==> config.mk <==
export PLATFORM = sky130hd
export DESIGN_NAME = fp_add_sequencer
export DESIGN_NICKNAME = d
export VERILOG_FILES = /design/src/rtl/fp_add_sequencer.sv
export SDC_FILE = /design/constraint.sdc
export NUM_CORES = 1
export LEC_CHECK = 0
export BUFFER_PORTS_ARGS = -buffer_cell sky130_fd_sc_hd__buf_2
export CAP_MARGIN = 20
export CORE_MARGIN = 2
export CORE_UTILIZATION = 50
export CTS_BUF_LIST = sky130_fd_sc_hd__clkbuf_16
export DETAILED_ROUTE_END_ITERATION = 16
export PLACE_DENSITY = 0.7
export SLEW_MARGIN = 20
export SYNTH_ARGS = -nofsm -noshare
export SYNTH_HDL_FRONTEND = slang
export SYNTH_SLANG_ARGS = --single-unit
==> constraint.sdc <==
create_clock -name clk -period 9.3 [get_ports clk]
set_clock_uncertainty 0.15 [all_clocks]
set_input_delay 0.93 -clock clk [delete_from_list [all_inputs] [get_ports clk]]
set_output_delay 0.93 -clock clk [all_outputs]
set_load 0.05 [all_outputs]
==> src/rtl/fp_add_sequencer.sv <==
// Multi-cycle binary32 adder: compare/swap, iterative align, add, iterative normalise, pack.
// Optional macro FP_ADD_ROUND_NEAREST_EN selects round-to-nearest-even in PACK (default: truncate).
`timescale 1ns/1ps
module fp_add_sequencer #(
  parameter int EXP_W      = 8,
  parameter int MAN_W      = 23,
  parameter int ALIGN_STEP = 1
) (
  input  logic               clk,
  input  logic               rst,
  input  logic               in_valid,
  output logic               in_ready,
  input  logic [EXP_W+MAN_W:0] a,
  input  logic [EXP_W+MAN_W:0] b,
  output logic               out_valid,
  input  logic               out_ready,
  output logic [EXP_W+MAN_W:0] result,
  output logic               busy
);
  localparam int W  = 1 + EXP_W + MAN_W;
  localparam int MW = MAN_W + 3;   // hidden, mantissa, guard, sticky
  localparam int EW = EXP_W + 2;   // headroom for carry and overflow detection
  localparam logic [EXP_W-1:0] FAR_D   = EXP_W'(MAN_W + 3);
  localparam logic [EXP_W-1:0] STEP    = EXP_W'(ALIGN_STEP);
  localparam logic [EW-1:0]    EXP_MAX = EW'((1 << EXP_W) - 1);

  typedef enum logic [2:0] {IDLE, COMPARE, ALIGN, ADD, NORM, PACK, DONE} state_t;

  state_t           state;
  logic [W-1:0]     a_r, b_r;
  logic             sign_l, sign_s, zero_r;
  logic [EW-1:0]    exp_r;
  logic [EXP_W-1:0] d;
  logic [MW-1:0]    man_l, man_s;
  logic [MW:0]      sum;

  function automatic logic [MW-1:0] expand(input logic [EXP_W-1:0] e, input logic [MAN_W-1:0] m);
    return (e == '0) ? '0 : {1'b1, m, 2'b00};
  endfunction

  // Operand select mux: larger magnitude becomes L.
  logic             swap;
  logic [W-1:0]     l_word, s_word;
  logic [EXP_W-1:0] l_exp, s_exp, d_c;
  logic [MW-1:0]    s_man_c;
  always_comb begin
    swap   = (b_r[W-2 -: EXP_W] > a_r[W-2 -: EXP_W]) ||
             ((b_r[W-2 -: EXP_W] == a_r[W-2 -: EXP_W]) && (b_r[MAN_W-1:0] > a_r[MAN_W-1:0]));
    l_word = swap ? b_r : a_r;
    s_word = swap ? a_r : b_r;
    l_exp  = l_word[W-2 -: EXP_W];
    s_exp  = s_word[W-2 -: EXP_W];
    d_c    = l_exp - s_exp;
    s_man_c = expand(s_exp, s_word[MAN_W-1:0]);
  end

  // Alignment shift of up to ALIGN_STEP bits, folding lost bits into sticky.
  logic [EXP_W-1:0] step_c;
  logic [MW-1:0]    shifted;
  // NOTE: every signal assigned in an always_comb gets a default first, so no latch is inferred.
  always_comb begin
    step_c  = (d < STEP) ? d : STEP;
    shifted = man_s;
    for (int i = 0; i < ALIGN_STEP; i++) begin
      if (EXP_W'(i) < step_c) shifted = {1'b0, shifted[MW-1:2], shifted[1] | shifted[0]};
    end
  end

  logic [MW:0] sum_c;
  always_comb begin
    if (sign_l == sign_s) sum_c = {1'b0, man_l} + {1'b0, man_s};
    else                  sum_c = {1'b0, man_l} - {1'b0, man_s};
  end

  logic [MAN_W-1:0] mant_p;
  logic [EW-1:0]    exp_p;
`ifdef FP_ADD_ROUND_NEAREST_EN
  logic             round_up;
  logic [MAN_W:0]   mant_rnd;
  always_comb begin
    round_up = sum[1] & (sum[0] | sum[2]);
    mant_rnd = {1'b0, sum[MW-2:2]} + (MAN_W+1)'(round_up);
    mant_p   = mant_rnd[MAN_W-1:0];
    exp_p    = exp_r + EW'(mant_rnd[MAN_W]);
  end
`else
  always_comb begin
    mant_p = sum[MW-2:2];
    exp_p  = exp_r;
  end
`endif

  logic [W-1:0] pack_c;
  always_comb begin
    if (zero_r)                pack_c = '0;
    else if (exp_p >= EXP_MAX) pack_c = {sign_l, {EXP_W{1'b1}}, {MAN_W{1'b0}}};
    else                       pack_c = {sign_l, exp_p[EXP_W-1:0], mant_p};
  end

  // NOTE: sequential state uses non-blocking assignments only; reset clears every register.
  always_ff @(posedge clk) begin
    if (rst) begin
      state     <= IDLE;
      in_ready  <= 1'b1;
      out_valid <= 1'b0;
      result    <= '0;
      busy      <= 1'b0;
      a_r       <= '0;
      b_r       <= '0;
      sign_l    <= 1'b0;
      sign_s    <= 1'b0;
      zero_r    <= 1'b0;
      exp_r     <= '0;
      d         <= '0;
      man_l     <= '0;
      man_s     <= '0;
      sum       <= '0;
    end else begin
      case (state)
        IDLE: if (in_valid) begin
          a_r      <= a;
          b_r      <= b;
          zero_r   <= 1'b0;
          in_ready <= 1'b0;
          busy     <= 1'b1;
          state    <= COMPARE;
        end
        COMPARE: begin
          sign_l <= l_word[W-1];
          sign_s <= s_word[W-1];
          exp_r  <= EW'(l_exp);
          man_l  <= expand(l_exp, l_word[MAN_W-1:0]);
          d      <= d_c;
          if (d_c >= FAR_D) begin
            man_s <= {{(MW-1){1'b0}}, |s_man_c};
            state <= ADD;
          end else begin
            man_s <= s_man_c;
            state <= (d_c == '0) ? ADD : ALIGN;
          end
        end
        ALIGN: begin
          man_s <= shifted;
          d     <= d - step_c;
          if (d == step_c) state <= ADD;
        end
        ADD: begin
          sum <= sum_c;
          if (sum_c[MW])          state <= NORM;
          else if (sum_c == '0) begin
            zero_r <= 1'b1;
            state  <= PACK;
          end
          else if (sum_c[MW-1])   state <= PACK;
          else                    state <= NORM;
        end
        NORM: begin
          if (sum[MW]) begin
            sum   <= {1'b0, sum[MW:2], sum[1] | sum[0]};
            exp_r <= exp_r + EW'(1);
            state <= PACK;
          end else if (sum[MW-1]) begin
            state <= PACK;
          end else if (exp_r <= EW'(1)) begin
            zero_r <= 1'b1;
            state  <= PACK;
          end else begin
            sum   <= {sum[MW-1:0], 1'b0};
            exp_r <= exp_r - EW'(1);
            if (sum[MW-2]) state <= PACK;
          end
        end
        PACK: begin
          result    <= pack_c;
          out_valid <= 1'b1;
          state     <= DONE;
        end
        DONE: if (out_ready) begin
          out_valid <= 1'b0;
          in_ready  <= 1'b1;
          busy      <= 1'b0;
          state     <= IDLE;
        end
        default: state <= IDLE;
      endcase
    end
  end
endmodule

# ---- Yosys cells after proc, flatten, opt, wreduce, memory -nomap -nowiden
# Cells that the tools add are included.
dict set report word_totals {
  reg_bits 202
  output_inout_bits 35
}
dict set report op_classes {
  addsub 6
  n_lt_le_gt_ge 7
  eq_ne 21
  n_mux 46
  bitwise 2
  n_reduce_logical 22
}
# operator n
set op_table {}
lappend op_table {{2-to-1 mux 26 bit} 7}
lappend op_table {{2-to-1 mux 32 bit} 3}
lappend op_table {{one-hot mux 27 bit (2 select lines)} 1}
lappend op_table {{one-hot mux 26 bit (2 select lines)} 1}
lappend op_table {{2-to-1 mux 31 bit} 1}
lappend op_table {{2-to-1 mux 10 bit} 3}
lappend op_table {{adder 26 x 26 -> 27 bit} 1}
lappend op_table {{logical NOT 27 bit} 1}
lappend op_table {{2-to-1 mux 27 bit} 1}
lappend op_table {{subtractor 26 x 26 -> 27 bit} 1}
lappend op_table {{OR reduction 26 bit} 1}
lappend op_table {{logical NOT 8 bit} 3}
lappend op_table {{greater-than comparator 23 bit} 1}
lappend op_table {{2-to-1 mux 3 bit} 7}
lappend op_table {{one-hot mux 3 bit (7 select lines)} 1}
lappend op_table {{one-hot mux 10 bit (2 select lines)} 1}
lappend op_table {{inequality test 2 bit, second input constant} 9}
lappend op_table {{== test 8 bit} 2}
lappend op_table {{one-hot mux 8 bit (2 select lines)} 1}
lappend op_table {{subtractor 8 bit} 2}
lappend op_table {{2-to-1 mux 1 bit} 14}
lappend op_table {{adder 10 x 1 -> 10 bit, second input constant} 1}
lappend op_table {{>= comparator 10 x 8 -> 1 bit, second input constant} 1}
lappend op_table {{less-or-equal comparator 10 x 1 -> 1 bit, second input constant} 1}
lappend op_table {{24 further kinds} 39}

# ---- Logic depth before layout (Yosys ltp)
dict set report depth {
  depth_word 9
  ltp_mapped 26
  depth_no_buf 19
}

# ---- Least setup slack after synthesis
# Ideal clock, no wire load.
dict set report synth_path {
  path_type {register -> register}
  start {reg a_r[25]}
  end {reg man_s[10]}
  arrival_ps 4760
  path_slack_ps 4301
  path_stages_with_launch 27
  n_path_buf 8
  period_less_slack_ps 4999
  cell_sequence {dfxtp_1 inv_1 ha_1 buf_4 nand4_1 nor4_1 nand2_1 o21ai_2 a31o_1 buf_6 buf_6 buf_2 clkbuf_1 clkbuf_1 nor2_1 a21oi_1 ha_1 o21ai_0 nand3b_1 mux2i_1 o311ai_1 xnor2_1 o311ai_1 or3b_1 buf_6 buf_6 o32ai_2}
}
dict set report synth_between {
  elab_chain_cells 8
  elab_cells_between_ends 12
  classes_between {add/sub (1); order compare (2); eq/ne (1); mux (5); reduce/logical (3)}
}
# element line_no
set synth_rtl {}
lappend synth_rtl {{start, declared} 30} ;# logic [W-1:0] a_r, b_r;
lappend synth_rtl {{start signal, assigned} 108} ;# a_r <= '0;
lappend synth_rtl {{start signal, assigned} 121} ;# a_r <= a;
lappend synth_rtl {{branches (longest 6 deep; another with greater-than comparator 8 bit)} -}
lappend synth_rtl {{2-to-1 mux 26 bit *} 134} ;# if (d_c >= FAR_D) begin
lappend synth_rtl {{one-hot mux 26 bit (2 select lines) *} 119} ;# case (state)
lappend synth_rtl {{end signal, assigned} 135} ;# man_s <= {{(MW-1){1'b0}}, |s_man_c};
lappend synth_rtl {{end signal, assigned} 138} ;# man_s <= s_man_c;
lappend synth_rtl {{end signal, assigned} 143} ;# man_s <= shifted;
lappend synth_rtl {{end, declared} 34} ;# logic [MW-1:0] man_l, man_s;
# Every way passes the cells marked *.
# A chain may end at the register's enable or synchronous reset.

# ---- Worst setup path in the final report
dict set report layout_path {
  start {reg a_r[28]}
  end {reg man_s[5]}
}
# Same word-level chain as after synthesis.

==> summary.txt <==
Pwr
  • Clk pwr share: 17.8%
  • P_sw: roughly 2.1 mW
  • Combinational share of power: between 50% and 60%
  • Seq pwr share: between 20 and 30%
  • Switching share of power: 47.9%
  • Final Power: about 4.4 mW
  • Pwr/cell area: 327 nW/um^2
  • P_int: 2.27 mW
  • Peak VDD IR: 0.000344 V
  • Leakage: around 5.3 nW

Final layout
  • Most frequent cells in the layout: 208 x nor2_1, 207 x a21oi_1, 203 x nand2_1, 200 x dfxtp_1, 101 x buf_2
  • Antenna fix cells: 0
  • Fin nets: roughly 1,700
  • Synth-to-Final Area Change: 10.0%
  • Final std cells w/o fill: 1,936
  • Filler cells: 2,244
  • Commonest non-fill, non-tap cell in the layout: nor2_1
  • Layout cells sized above 1: roughly an eighth

Timing
  • Fmax: ~190 MHz
  • Setup TNS: 0 ps
  • Rel. slew slack: a little under 30%
  • Final Setup Violations: 0
  • Post-route clock period utilization: roughly 55%
  • Setup ws final: ~4100 ps
  • Worst-margin pin slew: around 1100 ps
  • RSZ-0062 raised after global routing: no
  • Hold Vio Cnt, Final: 0
  • Hold_ws: between 300 and 400 ps
  • Minimum clock period: slightly above 5000 ps
  • Slew Viols, Final: 0

Critical path
  • Slowest stage delay, CP: approximately 800 ps
  • Worst path top cell family by delay: simple AND/OR/NAND/NOR gates
  • CP max FO: 85
  • Crit Path Category: reg -> reg
  • Critical path launch point type: flip-flop
  • Bufs and invs on worst path: 2
  • CP cell instances: inv_1 > ha_1 > nand4_1 > nor4_1 > nand2_1 > o21ai_2 > a31o_4 > buf_4 > o221ai_1 > o21a_1 > a311o_1 > xor2_1 > or3b_2 > o32ai_1
  • Critical path required time: about 9500 ps
  • WP data arrival: between 5000 and 6000 ps
  • Crit path capture type: flip-flop
  • CP max-delay cell: buf_4

Synth
  • Top-area cell type share of the netlist area: between 30% and 40%
  • FFs w/ async S/R, synth: 0%
  • Ys Warns: 0
  • Area leader, netlist: dfxtp_1
  • Synth Flop Type: dfxtp_1
  • Synthesized Nets: 1,708
  • Synth top area cells: dfxtp_1 33%, a21oi_1 8.6%, ha_1 6.5%
  • Syn Area/Cell: approximately 7.7 um^2
  • Netlist cell types: 75
  • Syn Std Cell Area: 12,100 um^2
  • Register area share after synthesis: about 33%
  • Cells after synthesis: between 1,500 and 2,000
  • Post-synth EDFFs: 0
  • Synth Register Bits: 200

Clock tree
  • TritonCTS clock tree: built
  • H-tree levels: 4
  • Post-CTS setup buffer count: 0
  • Resize count post-CTS: 0
  • Skew-Pair Late Insertion Delay: ~450 ps
  • CTS sink cnt: 200
  • Hold Buf Count CTS: 0
  • Reg clk slew, reported paths: ~80 ps
  • Num CTS Buffers: 17
  • CTS Root Cell: clkbuf_16
  • CTS Buffer Depth: 2

GRT
  • Overflow after GRT: 0
  • Vias in the first global route: between 10,000 and 15,000
  • Largest net degree at the start of global routing: 100
  • GRT Total Usage: roughly a quarter
  • First-pass GRT wire length: ~52 mm
  • Initial antenna violation count: 0

Detailed routing
  • 1st-iter DRT viols: roughly 860
  • Post-DRT Antenna Nets: 0
  • DRC: 0
  • Routed WL: slightly above 30 mm
  • Post-DR wirelength/cell: between 15 and 20 um
  • Total number of vias: approximately 11,000
  • Vias per cell: about 5.8
  • Drt pass-1 iters: 5

Status
  • Run status: finished, final reports clean

Placement
  • PortBufs: approximately 100
  • Pre-CTS WS: ~4200 ps
  • GP Congestion: between 0.8 and 0.9
  • Post-Place Cells: around 1,900
  • Post-DP HPWL: around 22 mm

Die
  • Initial Utilization: 51.2%
  • Core area: 23,600 um^2
  • Die ar.: 25,500 um^2
  • DIE HEIGHT: 160 um
  • Std-Cell Rows: 56
  • Number of I/O pins: a little over 100
  • Die W: roughly 160 um

Hold path
  • Worst min path class: reg -> reg

Flow run
  • Max Cap Viol: 0
final timing paths:
check	start	to	slack, ps	cells past startpoint
worst max-delay path	a_r[28]	man_s[5]	4150	14
worst min-delay path	out_valid	out_valid	300	2
worst max register to register	a_r[28]	man_s[5]	4150	14
worst min register to register	out_valid	out_valid	300	2
tightest hold or removal path: stages, from the launching register on:
cell	delay, ps
dfxtp_1	310
nand2_1	50
a21oi_1	50
logic make-up after synthesis:
group | synth area share [%]
simple gates | 22.0
buf+inv | 5.53
fa+ha+maj | 6.68
xor+xnor | 3.91
flops | 33.1
mux | 3.69
compound gates | 25.1
layer usage:
layer / vias to the layer above / wire, um / part of all wire (%) / GRT usage [%]
li1: 5690 / - / - / -
met1: 5141 / 16200 / 52 / 37.4
met2: 321 / 13100 / 42 / 35.7
met3: 34 / 1430 / 4.6 / 3.46
met4: 0 / 461 / 1.5 / 5.83
met5: - / 0 / 0 / 0
stage by stage:
step	instance area, um^2	utilization [%]
after floorplan	12100	-
after global placement	12700	53.8
after detailed placement	12700	53.8
after CTS	13300	56.4
after global routing	13300	56.4
final	13300	56.4
Yosys cell counts, drive strengths merged, types with 4 or more instances:
cell type	n
xnor2	31
a311oi	15
o21a	6
nand4	15
nand2b	16
a21o	9
o22ai	7
nor2b	16
a31oi	10
a21oi	209
o31ai	6
inv	52
and3	30
or2	6
a22oi	31
nor2	209
nand3b	6
a211oi	22
o311ai	5
mux2i	39
ha	63
buf	16
nand2	204
nor4	16
a221oi	6
o21ai	54
a32oi	11
mux2	5
xor2	23
nand3	24
clkbuf	95
o32ai	24
o21bai	4
or3	5
o211ai	13
nor3	31
dfxtp	200
power by group through the flow:
stage / Combinational [mW] / Clock [mW] / Sequential, mW
finish: 2.38 / 0.774 / 1.20
global route: 2.64 / 0.827 / 1.22
CTS: 2.36 / 0.785 / 1.19
detailed placement: 2.34 / 0 / 1.21
global placement: 2.31 / 0 / 1.20
floorplan: 1.92 / 0 / 1.15
state kept, by name, indices dropped and copies added, names as in the netlist:
name,count
out_valid,1
d,8
busy,1
state,3
sum,27
zero_r,1
sign_s,1
man_s,26
a_r,32
man_l,24
b_r,32
sign_l,1
result,32
exp_p,10
in_ready,1
final cells by class:
| type | count | area [um^2] | share of cell area [%] |
|---|---|---|---|
| Clock buffer | 17 | 425 | 3.20 |
| Tap cell | 319 | 399 | 3.00 |
| Timing Repair Buffer | 120 | 652 | 4.90 |
| Clock inverter | 15 | 180 | 1.35 |
| Multi-Input combinational cell | 1213 | 7450 | 56.0 |
| Sequential cell | 200 | 4000 | 30.1 |
| Inverter | 52 | 195 | 1.47 |
No activity file was read; power rests on OpenSTA's default activity.
